File: src/rtl/video_timing_pkg.sv
// Shared raster timing constants for the HDMI video pipeline.
// Holds the 720p60 defaults, the derived line/frame totals and the
// fixed widths of the pixel, line and frame counters.
package video_timing_pkg;

  // 720p60 timing (CEA-861, 74.25 MHz pixel clock)
  localparam int unsigned DEF_ACTIVE_H = 1280;
  localparam int unsigned DEF_H_FP     = 110;
  localparam int unsigned DEF_H_SYNC   = 40;
  localparam int unsigned DEF_H_BP     = 220;
  localparam int unsigned DEF_ACTIVE_V = 720;
  localparam int unsigned DEF_V_FP     = 5;
  localparam int unsigned DEF_V_SYNC   = 5;
  localparam int unsigned DEF_V_BP     = 20;
  localparam int unsigned DEF_FPS      = 60;

  localparam int unsigned DEF_TOTAL_H = DEF_ACTIVE_H + DEF_H_FP + DEF_H_SYNC + DEF_H_BP;
  localparam int unsigned DEF_TOTAL_V = DEF_ACTIVE_V + DEF_V_FP + DEF_V_SYNC + DEF_V_BP;

  // Fixed output widths: TOTAL_H <= 2048, TOTAL_V <= 1024, FPS <= 64
  localparam int unsigned H_W  = 11;
  localparam int unsigned V_W  = 10;
  localparam int unsigned FC_W = 6;

endpackage

File: src/rtl/wrap_counter.sv
// Modulo-N counter used for the pixel, line and frame counters.
// Ports:
//   clk, rst_n : clock, async active-low reset (clears value to 0)
//   en         : advance by one on the next edge
//   wrap_c     : combinational, high when en is set and value is MODULUS-1
//   nxt_c      : combinational, value the counter takes on the next edge
//   value      : registered count, 0..MODULUS-1
module wrap_counter #(
  parameter int unsigned MODULUS = 2,
  parameter int unsigned WIDTH   = 1
) (
  input  logic             clk,
  input  logic             rst_n,
  input  logic             en,
  output logic             wrap_c,
  output logic [WIDTH-1:0] nxt_c,
  output logic [WIDTH-1:0] value
);

  localparam logic [WIDTH-1:0] LAST = WIDTH'(MODULUS - 1);

  // Next value is exposed so the parent can register flags for it
  always_comb begin
    wrap_c = en && (value == LAST);
    nxt_c  = value;
    if (en) begin
      nxt_c = wrap_c ? '0 : value + WIDTH'(1);
    end
  end

  always_ff @(posedge clk or negedge rst_n) begin
    if (!rst_n) begin
      value <= '0;
    end else begin
      value <= nxt_c;
    end
  end

endmodule

File: src/rtl/video_sig_gen.sv
// Raster timing generator: pixel/line coordinates, syncs, active-draw
// enable, new-frame pulse and frame counter for one video mode.
// Ports:
//   clk_in       : pixel clock
//   rst_in       : async active-low reset
//   h_count_out  : pixel index within the line
//   v_count_out  : line index within the frame
//   hs_out       : horizontal sync, active-high
//   vs_out       : vertical sync, active-high (whole lines)
//   ad_out       : active draw, pixel inside the visible area
//   nf_out       : one-cycle pulse at the first pixel after the last active one
//   fc_out       : frame counter, 0..FPS-1
// All flags are registered from the next position so they line up with the
// counts they describe.
module video_sig_gen
  import video_timing_pkg::*;
#(
  parameter int unsigned ACTIVE_H = DEF_ACTIVE_H,
  parameter int unsigned H_FP     = DEF_H_FP,
  parameter int unsigned H_SYNC   = DEF_H_SYNC,
  parameter int unsigned H_BP     = DEF_H_BP,
  parameter int unsigned ACTIVE_V = DEF_ACTIVE_V,
  parameter int unsigned V_FP     = DEF_V_FP,
  parameter int unsigned V_SYNC   = DEF_V_SYNC,
  parameter int unsigned V_BP     = DEF_V_BP,
  parameter int unsigned FPS      = DEF_FPS
) (
  input  logic            clk_in,
  input  logic            rst_in,
  output logic [H_W-1:0]  h_count_out,
  output logic [V_W-1:0]  v_count_out,
  output logic            hs_out,
  output logic            vs_out,
  output logic            ad_out,
  output logic            nf_out,
  output logic [FC_W-1:0] fc_out
);

  localparam int unsigned TOTAL_H = ACTIVE_H + H_FP + H_SYNC + H_BP;
  localparam int unsigned TOTAL_V = ACTIVE_V + V_FP + V_SYNC + V_BP;

  localparam logic [H_W-1:0] H_ACT      = H_W'(ACTIVE_H);
  localparam logic [H_W-1:0] HS_START   = H_W'(ACTIVE_H + H_FP);
  localparam logic [H_W-1:0] HS_END     = H_W'(ACTIVE_H + H_FP + H_SYNC);
  localparam logic [V_W-1:0] V_ACT      = V_W'(ACTIVE_V);
  localparam logic [V_W-1:0] V_LAST_ACT = V_W'(ACTIVE_V - 1);
  localparam logic [V_W-1:0] VS_START   = V_W'(ACTIVE_V + V_FP);
  localparam logic [V_W-1:0] VS_END     = V_W'(ACTIVE_V + V_FP + V_SYNC);

  logic           running;
  logic           h_wrap_c;
  logic           v_wrap_c;
  logic           fc_wrap_c;
  logic [H_W-1:0] h_nxt_c;
  logic [V_W-1:0] v_nxt_c;
  logic [FC_W-1:0] fc_nxt_c;
  logic           ad_nxt_c;
  logic           hs_nxt_c;
  logic           vs_nxt_c;
  logic           nf_nxt_c;
  logic           unused_wraps;

  // First edge out of reset only sets running, so (0,0) is held one cycle
  wrap_counter #(.MODULUS(TOTAL_H), .WIDTH(H_W)) u_h_cnt (
    .clk    (clk_in),
    .rst_n  (rst_in),
    .en     (running),
    .wrap_c (h_wrap_c),
    .nxt_c  (h_nxt_c),
    .value  (h_count_out)
  );

  wrap_counter #(.MODULUS(TOTAL_V), .WIDTH(V_W)) u_v_cnt (
    .clk    (clk_in),
    .rst_n  (rst_in),
    .en     (h_wrap_c),
    .wrap_c (v_wrap_c),
    .nxt_c  (v_nxt_c),
    .value  (v_count_out)
  );

  // Frame counter steps on the same edge that nf_out rises
  wrap_counter #(.MODULUS(FPS), .WIDTH(FC_W)) u_fc_cnt (
    .clk    (clk_in),
    .rst_n  (rst_in),
    .en     (nf_nxt_c),
    .wrap_c (fc_wrap_c),
    .nxt_c  (fc_nxt_c),
    .value  (fc_out)
  );

  assign unused_wraps = ^{v_wrap_c, fc_wrap_c, fc_nxt_c};

  // Flags for the position the counters move to on this edge
  always_comb begin
    ad_nxt_c = (h_nxt_c < H_ACT) && (v_nxt_c < V_ACT);
    hs_nxt_c = (h_nxt_c >= HS_START) && (h_nxt_c < HS_END);
    vs_nxt_c = (v_nxt_c >= VS_START) && (v_nxt_c < VS_END);
    nf_nxt_c = (h_nxt_c == H_ACT) && (v_nxt_c == V_LAST_ACT);
  end

  always_ff @(posedge clk_in or negedge rst_in) begin
    if (!rst_in) begin
      running <= 1'b0;
      ad_out  <= 1'b0;
      hs_out  <= 1'b0;
      vs_out  <= 1'b0;
      nf_out  <= 1'b0;
    end else begin
      running <= 1'b1;
      ad_out  <= ad_nxt_c;
      hs_out  <= hs_nxt_c;
      vs_out  <= vs_nxt_c;
      nf_out  <= nf_nxt_c;
    end
  end

endmodule

File: config.mk
export PLATFORM = sky130hd
export DESIGN_NAME = video_sig_gen
export DESIGN_NICKNAME = d
export VERILOG_FILES = /design/src/rtl/video_timing_pkg.sv /design/src/rtl/wrap_counter.sv /design/src/rtl/video_sig_gen.sv
export SDC_FILE = /design/constraint.sdc
export NUM_CORES = 1
export LEC_CHECK = 0
export CAP_MARGIN = 25
export CORE_ASPECT_RATIO = 1.2
export CORE_MARGIN = 4
export CORE_UTILIZATION = 54
export CTS_BUF_LIST = sky130_fd_sc_hd__clkbuf_8
export CTS_CLUSTER_DIAMETER = 30
export DETAILED_ROUTE_END_ITERATION = 6
export MAX_ROUTING_LAYER = met4
export PLACE_DENSITY = 0.81
export SLEW_MARGIN = 20
export SYNTH_ARGS = -nofsm -noshare
export SYNTH_HDL_FRONTEND = slang
export SYNTH_HIERARCHICAL = 1
export SYNTH_SLANG_ARGS = --single-unit
File: constraint.sdc
create_clock -name clk_in -period 4.7 [get_ports clk_in]
set_input_delay 0.94 -clock clk_in [delete_from_list [all_inputs] [get_ports clk_in]]
set_output_delay 0.94 -clock clk_in [all_outputs]
set_load 0.01 [all_outputs]
==> results of run 1 <==
[cell families after synthesis]
| logic type | share of synthesized area, % |
|---|---|
| xor+xnor | 5.44 |
| compound gates | 12.7 |
| mux | 0.636 |
| simple gates | 29.7 |
| fa+ha+maj | 3.53 |
| other cells | 0.212 |
| buf+inv | 2.54 |
| flops | 45.2 |
[worst max-delay path by stage]
stage	slack, ns	depth (start not counted)	start	to
floorplan	0.82	15	u_h_cnt/value[1]$_DFF_PN0_	u_fc_cnt/value[0]$_DFF_PN0_
global placement	0.81	15	u_h_cnt/value[1]$_DFF_PN0_	u_fc_cnt/value[0]$_DFF_PN0_
detailed placement	0.70	15	u_h_cnt/value[1]$_DFF_PN0_	u_fc_cnt/value[0]$_DFF_PN0_
CTS	0.68	15	u_h_cnt/value[1]$_DFF_PN0_	u_fc_cnt/value[0]$_DFF_PN0_
global route	0.41	15	u_h_cnt/value[1]$_DFF_PN0_	u_fc_cnt/value[0]$_DFF_PN0_
finish	0.68	15	u_h_cnt/value[1]$_DFF_PN0_	u_fc_cnt/value[0]$_DFF_PN0_
[metrics by stage]
stage                     hold slack, ns  area, µm²  util (%)  cells
final                              0.545       2260      72.6    247
after global routing               0.636       2260      72.6    247
after CTS                          0.548       2260      72.6    247
after detailed placement           0.542       2130      68.6    239
after global placement             0.526       2130      68.6    239
after floorplan                    0.555       1770         -    172
[power by group]
part | leakage [nW] | switching, mW | internal [mW]
registers | 0.430 | 0.0385 | 0.296
logic | 0.424 | 0.0711 | 0.0634
clock network | 0.0645 | 0.0984 | 0.187
[per-layer routing]
layer	wire [µm]	up-vias
met4	106	0
met2	2100	70
met5	0	-
met1	1640	754
li1	-	711
met3	261	13
[sequential cells by signal, indices dropped and copies added (netlist names)]
signal	cells
ad_out	1
hs_out	1
nf_out	1
running	1
u_fc_cnt/value	6
u_h_cnt/value	11
u_v_cnt/value	10
vs_out	1
[cell usage after synthesis (all sizes together)]
master	count
a211oi	1
a21oi	9
a31oi	2
and4b	1
buf	2
clkbuf	2
conb	1
dfrtp	32
ha	5
inv	5
mux2	1
nand2	14
nand2b	6
nand3	8
nand3b	2
nand4	11
nor2	10
nor2b	3
nor3	4
nor4	3
nor4b	1
o2111ai	1
o211ai	2
o21a	1
o21ai	10
o21bai	2
o22ai	2
o311ai	1
o31a	1
o31ai	3
or2b	1
or3	5
or3b	1
or4	5
or4b	2
or4bb	1
xnor2	1
xor2	10
[layout make-up]
type	instances	area share [%]
Clock buffer	7	4.26
Clock inverter	1	1.33
Inverter	5	0.831
Multi-Input combinational cell	131	41.0
Sequential cell	32	35.4
Tap cell	36	1.99
Timing Repair Buffer	35	15.2
[critical path: cells and delay by family (launching register included)]
kind / cells / cell delay [ns]
AOI/OAI and AO/OA: 2 / 0.25
adders and majority gates: 1 / 0.15
buffers and inverters: 3 / 0.49
DFF: 1 / 0.42
and+or+nand+nor: 9 / 2.61
==> summary.txt, run 1 <==
Routing
  • Post-route DRC: 0
  • Wirelength per Cell: 16.7 µm
  • Drt first pass iters: 4
  • Via density: ~6.3
  • Post-route ant nets: 0
  • DRT iter0 DRCs: 71
  • Via count: approximately 1,500
  • Drt total wl: 4110 µm

Logic synthesis
  • Seq cells post-synth: 32
  • Synth cell types: 52
  • Post-synthesis sequential area ratio: 45.2%
  • Dominant cells by area after synthesis: dfrtp_1, xor2_1, ha_1
  • Post-Syn Area: approximately 1800 µm²
  • Most area-hungry cell type in the Yosys netlist: dfrtp_1
  • Syn Inst Count: about 170
  • Post-synth top area share: a little under half
  • Net Count, Synth: 179
  • Mean post-synth cell area: between 10 and 15 µm²
  • Synth Warn #: 6

STA
  • Final Cycle Share: between 80% and 90%
  • Post-Route Skew: just over 0.006 ns
  • Final hold violations: 0
  • Max Slew Vio Count: 0
  • TNS Setup: 0 ns
  • RSZ-0062 raised after global routing: no
  • PnR worst setup slack: roughly 0.68 ns
  • Fin crit period: approximately 4 ns
  • Achievable Freq: about 0.25 GHz
  • Final setup vio count: 0

Die
  • Chip height: 70.7 µm
  • Rows: 22
  • Starting Density: approximately 57%
  • Die width: 60.3 µm
  • Area of the core: between 3000 and 4000 µm²
  • Die area: between 4000 and 5000 µm²
  • # IOs: 33

Hold path
  • Hold Crit Depth: 1
  • Hold EP: u_fc_cnt/value[4]$_DFF_PN0_
  • Hold Path Origin: u_fc_cnt/value[4]$_DFF_PN0_
  • Worst hold path type: reg -> reg

Clock network
  • Clock transition at path regs: ~0.060 ns
  • CTS tree: yes
  • CTS Sinks: 32
  • CTS resizes: 0
  • CTS buffer count: 5
  • Later-pin clock latency in the skew report: 0.28 ns
  • CTS Hold Bufs: 0
  • Setup bufs post-CTS: 0
  • Clock Tree Buf Depth: 2
  • CTS H-tree lvls: 2
  • Clock Tree Root: clkbuf_8

Global route
  • Initial antenna violation count: 0
  • Grt peak-use layer: met2
  • GR Layer Usage met1: between 20% and 30%
  • Met2 usage: approximately 36%
  • GRT Total Usage: between 20 and 25%
  • Largest net degree at the start of global routing: 33
  • Number of global-route vias before repair: ~1,500
  • Global route total overflow: 0
  • Global-route wire length before repair: 6910 µm
  • Met3 Track Usage GR: 6.20%

Job
  • MaxCap Viol Count: 0

Final layout
  • FILL cells: roughly 230
  • Register area: 801 µm²
  • Share of cells above drive strength 1: 12.3%
  • Fin nets: ~220
  • Most frequent cells in the layout: dfrtp_1, clkdlybuf4s50_1, nand2_1, xor2_1, nor2_1
  • Multi-input combinational cell area: slightly above 900 µm²
  • ANT cells: 0
  • Layout area overhead: 27.5%

Worst setup path
  • Worst reg2reg path depth: 15
  • Critical Path RT: 4.87 ns
  • Flop2flop setup slack: approximately 0.7 ns
  • Critical-path top delay cell: or4bb_1
  • Critical path class: reg -> reg
  • Worst setup EP type: flop
  • CP Cell Sequence: inv_1 > ha_1 > or4bb_1 > nor3_1 > buf_4 > nand4_2 > or4_4 > a21oi_2 > nand2_1 > or4b_4 > nor4_2 > buf_4 > nand2_1 > nor3_4 > o21ai_2
  • Critical R2R Capture: u_fc_cnt/value[0]$_DFF_PN0_
  • Startpoint types: flop
  • CP max FO: 10
  • Max incr delay on CP: 0.56 ns
  • Critical path data arrival time: roughly 4.2 ns
  • R2R Path Start: u_h_cnt/value[1]$_DFF_PN0_

Pwr
  • Power density over the cells: ~330 nW/µm²
  • Lkg Pwr: slightly above 0.9 nW
  • Tot Pwr: between 700 and 800 µW
  • VDD IR max: ~0.38 mV

Placement
  • DP HPWL: 2970 µm
  • Dpl ws: ~0.7 ns
  • IO buf count: 32
  • GP Congestion: 0.887

Run status
  • Status: finished clean
Power figures use the tool's default switching activity.
==> run 2: changes to the inputs <==
PLACE_DENSITY = 0.82   (was 0.81)
==> summary.txt, run 2 (synthesis results as in run 1) <==
Worst setup path
  • Critical path class: reg -> reg
  • Startpoint types: flop
  • Critical path data arrival time: 4.44 ns (+0.25 ns)
  • CP dominant cell by count: nand2_1
  • CP max FO: 9 (-1)
  • Critical path origin: u_h_cnt/value[1]$_DFF_PN0_
  • Worst setup EP type: flop
  • Critical-path top delay cell: or4bb_1
  • Critical Path RT: 4.87 ns (about the same)
  • R2R Path Start: u_h_cnt/value[1]$_DFF_PN0_
  • CP Cell Sequence: inv_1 > ha_1 > or4bb_1 > nor3_1 > nand4_2 > or4_4 > a21oi_2 > nand2_1 > or4b_4 > nor4_4 > nand2_1 > nor3_4 > nor2_1
  • Max incr delay on CP: 0.57 ns (about the same)

Final layout
  • Final Util: 72.9% (+0.28 points)
  • Post-Layout Cell Count: 247 (unchanged)
  • Top reg by flops: u_h_cnt/value
  • Final Cell Area: 2270 µm² (+0.39%)
  • Regs by FF count: u_h_cnt/value (11), u_v_cnt/value (10), u_fc_cnt/value (6)
  • Layout area overhead: 28.0%
  • Max FFs per register: 11 (unchanged)
  • ANT cells: 0 (unchanged)
  • Share of cells above drive strength 1: 12.3% (unchanged)
  • Most frequent cells in the layout: dfrtp_1, clkdlybuf4s50_1, nand2_1, xor2_1, nor2_1
  • Fin nets: 217 (unchanged)

Pwr
  • Lkg Pwr: 0.918 nW (about the same)
  • Power density over the cells: 335 nW/µm² (+0.34%)
  • VDD IR max: 0.278 mV (-26%)

Job
  • MaxCap Viol Count: 0 (unchanged)

Clock network
  • CTS H-tree lvls: 2 (unchanged)
  • CTS tree: yes
  • Later-pin clock latency in the skew report: 0.29 ns (about the same)
  • Clock Tree Root: clkbuf_8
  • Setup bufs post-CTS: 0 (unchanged)
  • CTS Sinks: 32 (unchanged)
  • CTS buffer count: 5 (unchanged)
  • Clock Tree Buf Depth: 2 (unchanged)
  • Clock transition at path regs: 0.07 ns (about the same)

Global route
  • Initial antenna violation count: 0 (unchanged)
  • Global-route wire length before repair: 7070 µm (+2.3%)
  • GRT Total Usage: 22.4% (+0.080 points)
  • Largest net degree at the start of global routing: 33 (unchanged)
  • Number of global-route vias before repair: 1,579 (+5.6%)
  • Global route total overflow: 0 (unchanged)

Hold path
  • Worst hold path type: reg -> reg
  • Hold Path Origin: u_fc_cnt/value[4]$_DFF_PN0_

STA
  • Fin crit period: 4.27 ns (+0.256 ns)
  • Final hold violations: 0 (unchanged)
  • Final setup vio count: 0 (unchanged)
  • Achievable Freq: 0.234 GHz (-6.0%)
  • TNS Setup: 0 ns (unchanged)
  • Post-Route Skew: 0.00586 ns (-0.000289 ns)
  • RSZ-0062 raised after global routing: no
  • Final Cycle Share: 90.9% (+5.4 points)
  • Max Slew Vio Count: 0 (unchanged)

Die
  • Starting Density: 57.0% (unchanged)
  • Area of the core: 3110 µm² (unchanged)
  • Die area: 4270 µm² (unchanged)
  • # IOs: 33 (unchanged)
  • Die width: 60.3 µm (unchanged)
  • Chip height: 70.7 µm (unchanged)
  • Rows: 22 (unchanged)

Placement
  • Area post-placement: 2130 µm² (unchanged)
  • GP Congestion: 0.934 (+5.3%)
  • IO buf count: 32 (unchanged)
  • Inst Count DP: 239 (unchanged)
  • DP HPWL: 3060 µm (+3.0%)

Routing
  • DRT iter0 DRCs: 68 (-4.2%)
  • Drt first pass iters: 5 (+1)
  • Wirelength per Cell: 17.0 µm (+1.9%)
  • Post-route DRC: 0 (unchanged)
  • Via density: 6.15 (-1.9%)
  • Via count: 1,519 (-1.9%)
  • Post-route ant nets: 0 (unchanged)
  • Drt total wl: 4190 µm (+1.9%)

Run status
  • Status: finished clean
==> run 2: worst max-delay path: cells and delay by family (launching register included) <==
family / cells / cell delay (ns)
compound gates: 1 / 0.17
fa+ha+maj: 1 / 0.15
buf+inv: 1 / 0.10
flops: 1 / 0.42
simple gates: 10 / 3.32
==> run 2: path summary, 6_finish.rpt <==
path | endpoint | slack [ns] | cells after the start
min | u_fc_cnt/value[4]$_DFF_PN0_ | 0.55 | 1
min in group asynchronous | u_fc_cnt/value[2]$_DFF_PN0_ | 1.04 | 2
max | u_fc_cnt/value[2]$_DFF_PN0_ | 0.43 | 13
max in group asynchronous | u_h_cnt/value[9]$_DFF_PN0_ | 3.36 | 2
min reg2reg | u_fc_cnt/value[4]$_DFF_PN0_ | 0.55 | 1
max reg2reg | u_fc_cnt/value[2]$_DFF_PN0_ | 0.43 | 13
==> run 2: cell type report <==
class	count	area, µm²
multi-input cells	131	935
fillers	221	842
flip-flops and latches	32	801
repair buffers	35	343
clock buffers	7	96.3
well taps	36	45.0
clock inverters	1	30.0
inverters	5	18.8
==> run 2: metrics by stage <==
step / hold slack, ns / power [mW] / worst slack (ns)
floorplan: 0.555 / 0.405 / 0.824
global placement: 0.531 / 0.466 / 0.530
detailed placement: 0.553 / 0.473 / 0.288
CTS: 0.557 / 0.764 / 0.259
global route: 0.595 / 0.794 / 0.143
finish: 0.547 / 0.760 / 0.428
==> run 2: report_power, final <==
part	internal, mW	total, mW	switching [mW]	leakage [nW]
clock	0.187	0.289	0.102	0.0645
sequential	0.296	0.337	0.0408	0.430
combinational	0.0632	0.134	0.0711	0.424
==> run 2: layer usage <==
layer / up-vias / GRT usage [%] / wire length, µm
li1: 711 / - / -
met1: 740 / 26.4 / 1730
met2: 55 / 34.5 / 2130
met3: 13 / 5.84 / 204
met4: 0 / 11.8 / 126
met5: - / - / 0
==> run 2: repair_timing <==
action                                  CTS  global route
resized for setup                         0             1
endpoints found under the setup margin    0             3
hold buffers                              0             0
==> RTL change 1, RTL diff (config.mk and constraints of run 1) <==
The package constant `FC_W` goes from 6 to 3.
--- a/src/rtl/video_timing_pkg.sv
+++ b/src/rtl/video_timing_pkg.sv
@@ -20,7 +20,7 @@
   // Fixed output widths: TOTAL_H <= 2048, TOTAL_V <= 1024, FPS <= 64
   localparam int unsigned H_W  = 11;
   localparam int unsigned V_W  = 10;
-  localparam int unsigned FC_W = 6;
+  localparam int unsigned FC_W = 3;
 
 endpackage
 
Ports: changed (resized fc_out); port bits go from 33 to 30. The function was not compared with the original's and may differ.
==> RTL change 1 against run 1 <==
Design area fell by 10%. Total power fell by 16%. Setup slack got worse by 0.12 ns. Hold slack gained 0.0083 ns. Critical path type unchanged. Sequential cell count down 3. Synthesized cell count shrank 2.9%. Core utilization fell by 1.1 points. Sequential share of layout area up 0.32 points. Fmax down 2.8%. Largest cell class unchanged. First-iteration DRC count is 25% higher. Area after synthesis fell by 8.0%. Via count decreased by 3.5%. Routed wire length decreased by 4.5%.
==> RTL change 1: results (changes against run 1) <==
* All-Layer GR Usage at 21.8% (-0.60 points)
* Reg-to-reg critical path endpoint: u_fc_cnt/value[2]$_DFF_PN0_
* Routed vias at 1494 (-3.5%)
* Worst-Margin Slew at 0.804 ns
* H-tree levels at 2 (unchanged)
* Initial DRC Count at 89 (+25%)
* R2R setup slack at 0.57 ns (-0.12 ns)
* Placed Instance Area at 1950 um^2 (-8.7%)
* CTS root buffer: clkbuf_8
* Status: finished clean
* Worst r2r path cells at 12 (-3)
* Hold Crit Class: register to register
* Placed Cells at 227 (-5.0%)
* Synth warn at 6 (unchanged)
* Worst-path clk slew at 0.06 ns (about the same)
* Non-Filler Instances at 235 (-4.9%)
* First-pass GRT wire length at 6380 um (-7.8%)
* Layout net count at 207 (-4.6%)
* Critical path startpoint category: register
* Layout cells sized above 1 at 8.46% (-3.9 points)
* Number of fill cells at 228 (unchanged)
* CP arrival at 4.30 ns (+0.11 ns)
* IO Port Bufs at 29 (-9.4%)
* Leak at 0.000793 uW (-14%)
* Net count after synthesis at 174 (-2.8%)
* Min-Delay Endpoint: u_fc_cnt/value[1]$_DFF_PN0_
* Hpwl dp at 2800 um (-5.6%)
* Post-CTS Resized at 0 (unchanged)
* Final Wtd Congestion at 0.919 (+3.5%)
* Syn avg cell area at 9.76 um^2 (-5.2%)
* Largest registers: u_h_cnt/value (11), u_v_cnt/value (10), u_fc_cnt/value (3)
* Initial antenna violation count at 0 (unchanged)
* Postcts setup bufs at 0 (unchanged)
* Worst Skew at 0.00715 ns (+0.00100 ns)
* Pre-Repair DR Iteration Count at 4 (unchanged)
* WL final at 3930 um (-4.5%)
* R2R Path Start: u_h_cnt/value[1]$_DFF_PN0_
* Clk_lat worst skew at 0.28 ns (about the same)
* Top reg by flops: u_h_cnt/value
* Clk buf depth at 2 (unchanged)
* Worst Hold Depth at 2 (+1)
* Antenna cells at 0 (unchanged)
* Hold WS at 0.553 ns (+0.00827 ns)
* Vias in the first global route at 1420 (-5.0%)
* CP Max Fanout at 13 (+3)
* Int Pwr at 434 uW (-21%)
* Hold path start: u_fc_cnt/value[1]$_DFF_PN0_
* Pin count of the biggest net entering global routing at 30 (-9.1%)
* CTS Buf Count at 5 (unchanged)
* Peak supply drop at 0.000283 V (-25%)
==> RTL change 1: final cells by class <==
type	count	area, um^2	share of cell area, %
clock inverters	3	13.8	0.678
multi-input cells	123	836	41.2
flip-flops and latches	29	726	35.8
well taps	34	42.5	2.10
clock buffers	5	68.8	3.39
inverters	10	37.5	1.85
repair buffers	31	305	15.0
==> RTL change 1: power by group through the flow <==
stage               registers (uW)  clock network, uW  logic [uW]
CTS                            311                196         133
floorplan                      310                  0        69.2
global placement               312                  0         127
finish                         312                191         132
detailed placement             314                  0         130
global route                   315                206         144
==> RTL change 1: metal layers <==
metal	routed length, um	GRT usage [%]	vias up	part of all wire [%]
li1	-	-	685	-
met1	1590	24.0	722	41
met2	2040	37.9	77	52
met3	231	3.40	10	5.9
met4	60	11.6	0	1.5
met5	0	-	-	0
==> RTL change 1: worst max-delay path by stage <==
stage                                              to  slack, ns
after floorplan           u_fc_cnt/value[0]$_DFF_PN0_       1.12
after global placement    u_fc_cnt/value[2]$_DFF_PN0_       0.91
after detailed placement  u_fc_cnt/value[2]$_DFF_PN0_       0.62
after CTS                 u_fc_cnt/value[0]$_DFF_PN0_       0.62
after global routing      u_fc_cnt/value[2]$_DFF_PN0_       0.34
final                     u_fc_cnt/value[2]$_DFF_PN0_       0.57
==> RTL change 1: stage by stage <==
stage,setup WS (ns),power (uW)
2_1_floorplan,1.12,379
3_3_place_gp,0.913,439
3_5_place_dp,0.620,444
4_1_cts,0.621,640
5_1_grt,0.344,664
6_report,0.567,636
==> RTL change 1: worst max-delay path, cell delays in order (launching register included) <==
cell and delay, ns:
dfrtp_1 0.42, inv_1 0.10, ha_1 0.15, or4bb_1 0.56, nor3_1 0.20, buf_4 0.22, and4_1 0.22, a41oi_1 0.12
a2111oi_0 0.72, or4b_4 0.56, nor4_2 0.51, nand2_2 0.08, and2_1 0.18
==> RTL change 2, RTL diff (settings of run 1) <==
Without the edit above. The output `ad_out` loses its register stage (`ad_out` becomes a continuous assignment).
--- a/src/rtl/video_sig_gen.sv
+++ b/src/rtl/video_sig_gen.sv
@@ -102,18 +102,18 @@
   always_ff @(posedge clk_in or negedge rst_in) begin
     if (!rst_in) begin
       running <= 1'b0;
-      ad_out  <= 1'b0;
       hs_out  <= 1'b0;
       vs_out  <= 1'b0;
       nf_out  <= 1'b0;
     end else begin
       running <= 1'b1;
-      ad_out  <= ad_nxt_c;
       hs_out  <= hs_nxt_c;
       vs_out  <= vs_nxt_c;
       nf_out  <= nf_nxt_c;
     end
   end
 
+  assign ad_out = ad_nxt_c;
+
 endmodule
 
Function: changed (Yosys sat finds a counterexample within 4 cycles, from zero or initial values and one cycle with rst_in low).
==> RTL change 2 against run 1 <==
Design area shrank 2.5%. Area after synthesis shrank 1.4%. Non-clock buffer count grew 1. Sequential cell count shrank 1. Via count shrank 2.5%. Setup slack lost 0.51 ns. Routed wire length shrank 0.44%. Core utilization shrank 1.2 points. Total power shrank 13%. Critical endpoint is now ad_out. Largest power group unchanged.
==> RTL change 2: results (changes against run 1) <==
* Sequential fraction of the synthesis area at 44.4% (-0.79 points)
* Peak supply drop at 0.000410 V (+8.9%)
* WL/cell at 16.6 um (-0.44%)
* IO Port Bufs at 32 (unchanged)
* First-pass GRT wire length at 6940 um (+0.41%)
* Placed Cells at 238 (-0.42%)
* Worst Hold Depth at 1 (unchanged)
* Worst r2r path cells at 14 (-1)
* Final Wtd Congestion at 0.907 (+2.2%)
* Synth cell count leaders: dfrtp_1 (31), nand2_1 (14), xor2_1 (10), nor2_1 (9)
* Pin count of the biggest net entering global routing at 32 (-3.0%)
* R2R setup slack at 0.59 ns (-0.09 ns)
* Syn avg cell area at 10.2 um^2 (-0.84%)
* Reg-to-reg critical path endpoint: u_fc_cnt/value[0]$_DFF_PN0_
* Worst Skew at 0.00246 ns (-0.00368 ns)
* Status: finished clean
* Critical Path End: ad_out
* CP Max Fanout at 6 (-4)
* Pre-Repair DR Iteration Count at 4 (unchanged)
* Placed Instance Area at 2110 um^2 (-1.2%)
* Vias in the first global route at 1436 (-3.9%)
* Crit-path slowest cell: or4bb_1
* Hpwl dp at 3000 um (+0.96%)
* H-tree levels at 2 (unchanged)
* Layout cells sized above 1 at 12.3% (unchanged)
* Top FF cell, synth: dfrtp_1
* All-Layer GR Usage at 22.3% (about the same)
* Leak at 0.000901 uW (-1.9%)
* Routed vias at 1510 (-2.5%)
* CTS root buffer: clkbuf_8
* Worst-path clk slew at 0.06 ns (about the same)
* CP arrival at 3.58 ns (-0.61 ns)
* Hold WS at 0.553 ns (+0.00764 ns)
* Net count after synthesis at 178 (-0.56%)
* Number of fill cells at 220 (-3.5%)
* Area contributors post-synth: dfrtp_1 (44%), xor2_1 (5.0%), ha_1 (3.6%)
* Clock sinks at 31 (-3.1%)
* Initial DRC Count at 93 (+31%)
[RTL change 2: worst register-to-register path: cells and delay by family, from the launching register on]
| family | cells | cell delay, ns |
|---|---|---|
| compound gates | 2 | 0.26 |
| fa+ha+maj | 1 | 0.14 |
| buf+inv | 2 | 0.30 |
| flops | 1 | 0.42 |
| simple gates | 9 | 2.90 |
[RTL change 2: cells by family (layout without fill, tap and decap cells)]
logic type	after synthesis	in the layout	share of synthesized area (%)
AO/OA/AOI/OAI	35	35	12.9
XOR/XNOR	11	11	5.52
adder cells (fa/ha/maj)	5	5	3.58
buffers and inverters	9	49	2.58
flip-flops	31	31	44.4
multiplexers	1	1	0.645
other	1	1	0.215
AND/OR/NAND/NOR	78	78	30.2
[RTL change 2: metrics by stage]
step	power [uW]	setup slack, ns
2_1_floorplan	397	0.824
3_3_place_gp	457	0.459
3_5_place_dp	466	0.340
4_1_cts	660	0.0112
5_1_grt	692	-0.0226
6_report	658	0.179
[RTL change 2: cell type report]
cell class	instances	area (um^2)	area share, %
clock buffers	5	68.8	3.13
clock inverters	3	12.5	0.568
inverters	5	18.8	0.852
multi-input cells	131	931	42.3
flip-flops and latches	31	776	35.2
well taps	36	45.0	2.05
repair buffers	36	350	15.9
[RTL change 2: where the power goes]
part | internal [uW] | switching, uW
sequential | 288 | 40.6
combinational | 63.2 | 75.6
clock | 99.2 | 91.7
[RTL change 2: routing by layer]
layer | up-vias | global-route usage [%] | wire (um)
met5 | - | - | 0
met4 | 0 | 7.64 | 87
met3 | 9 | 5.18 | 209
met2 | 54 | 35.7 | 2130
met1 | 739 | 27.3 | 1660
li1 | 708 | - | -
[RTL change 2: what timing repair did]
item,in CTS,in global routing
setup buffers,0,1
endpoints found under the hold margin,0,0
endpoints found under the setup margin,0,1
resized for setup,0,1
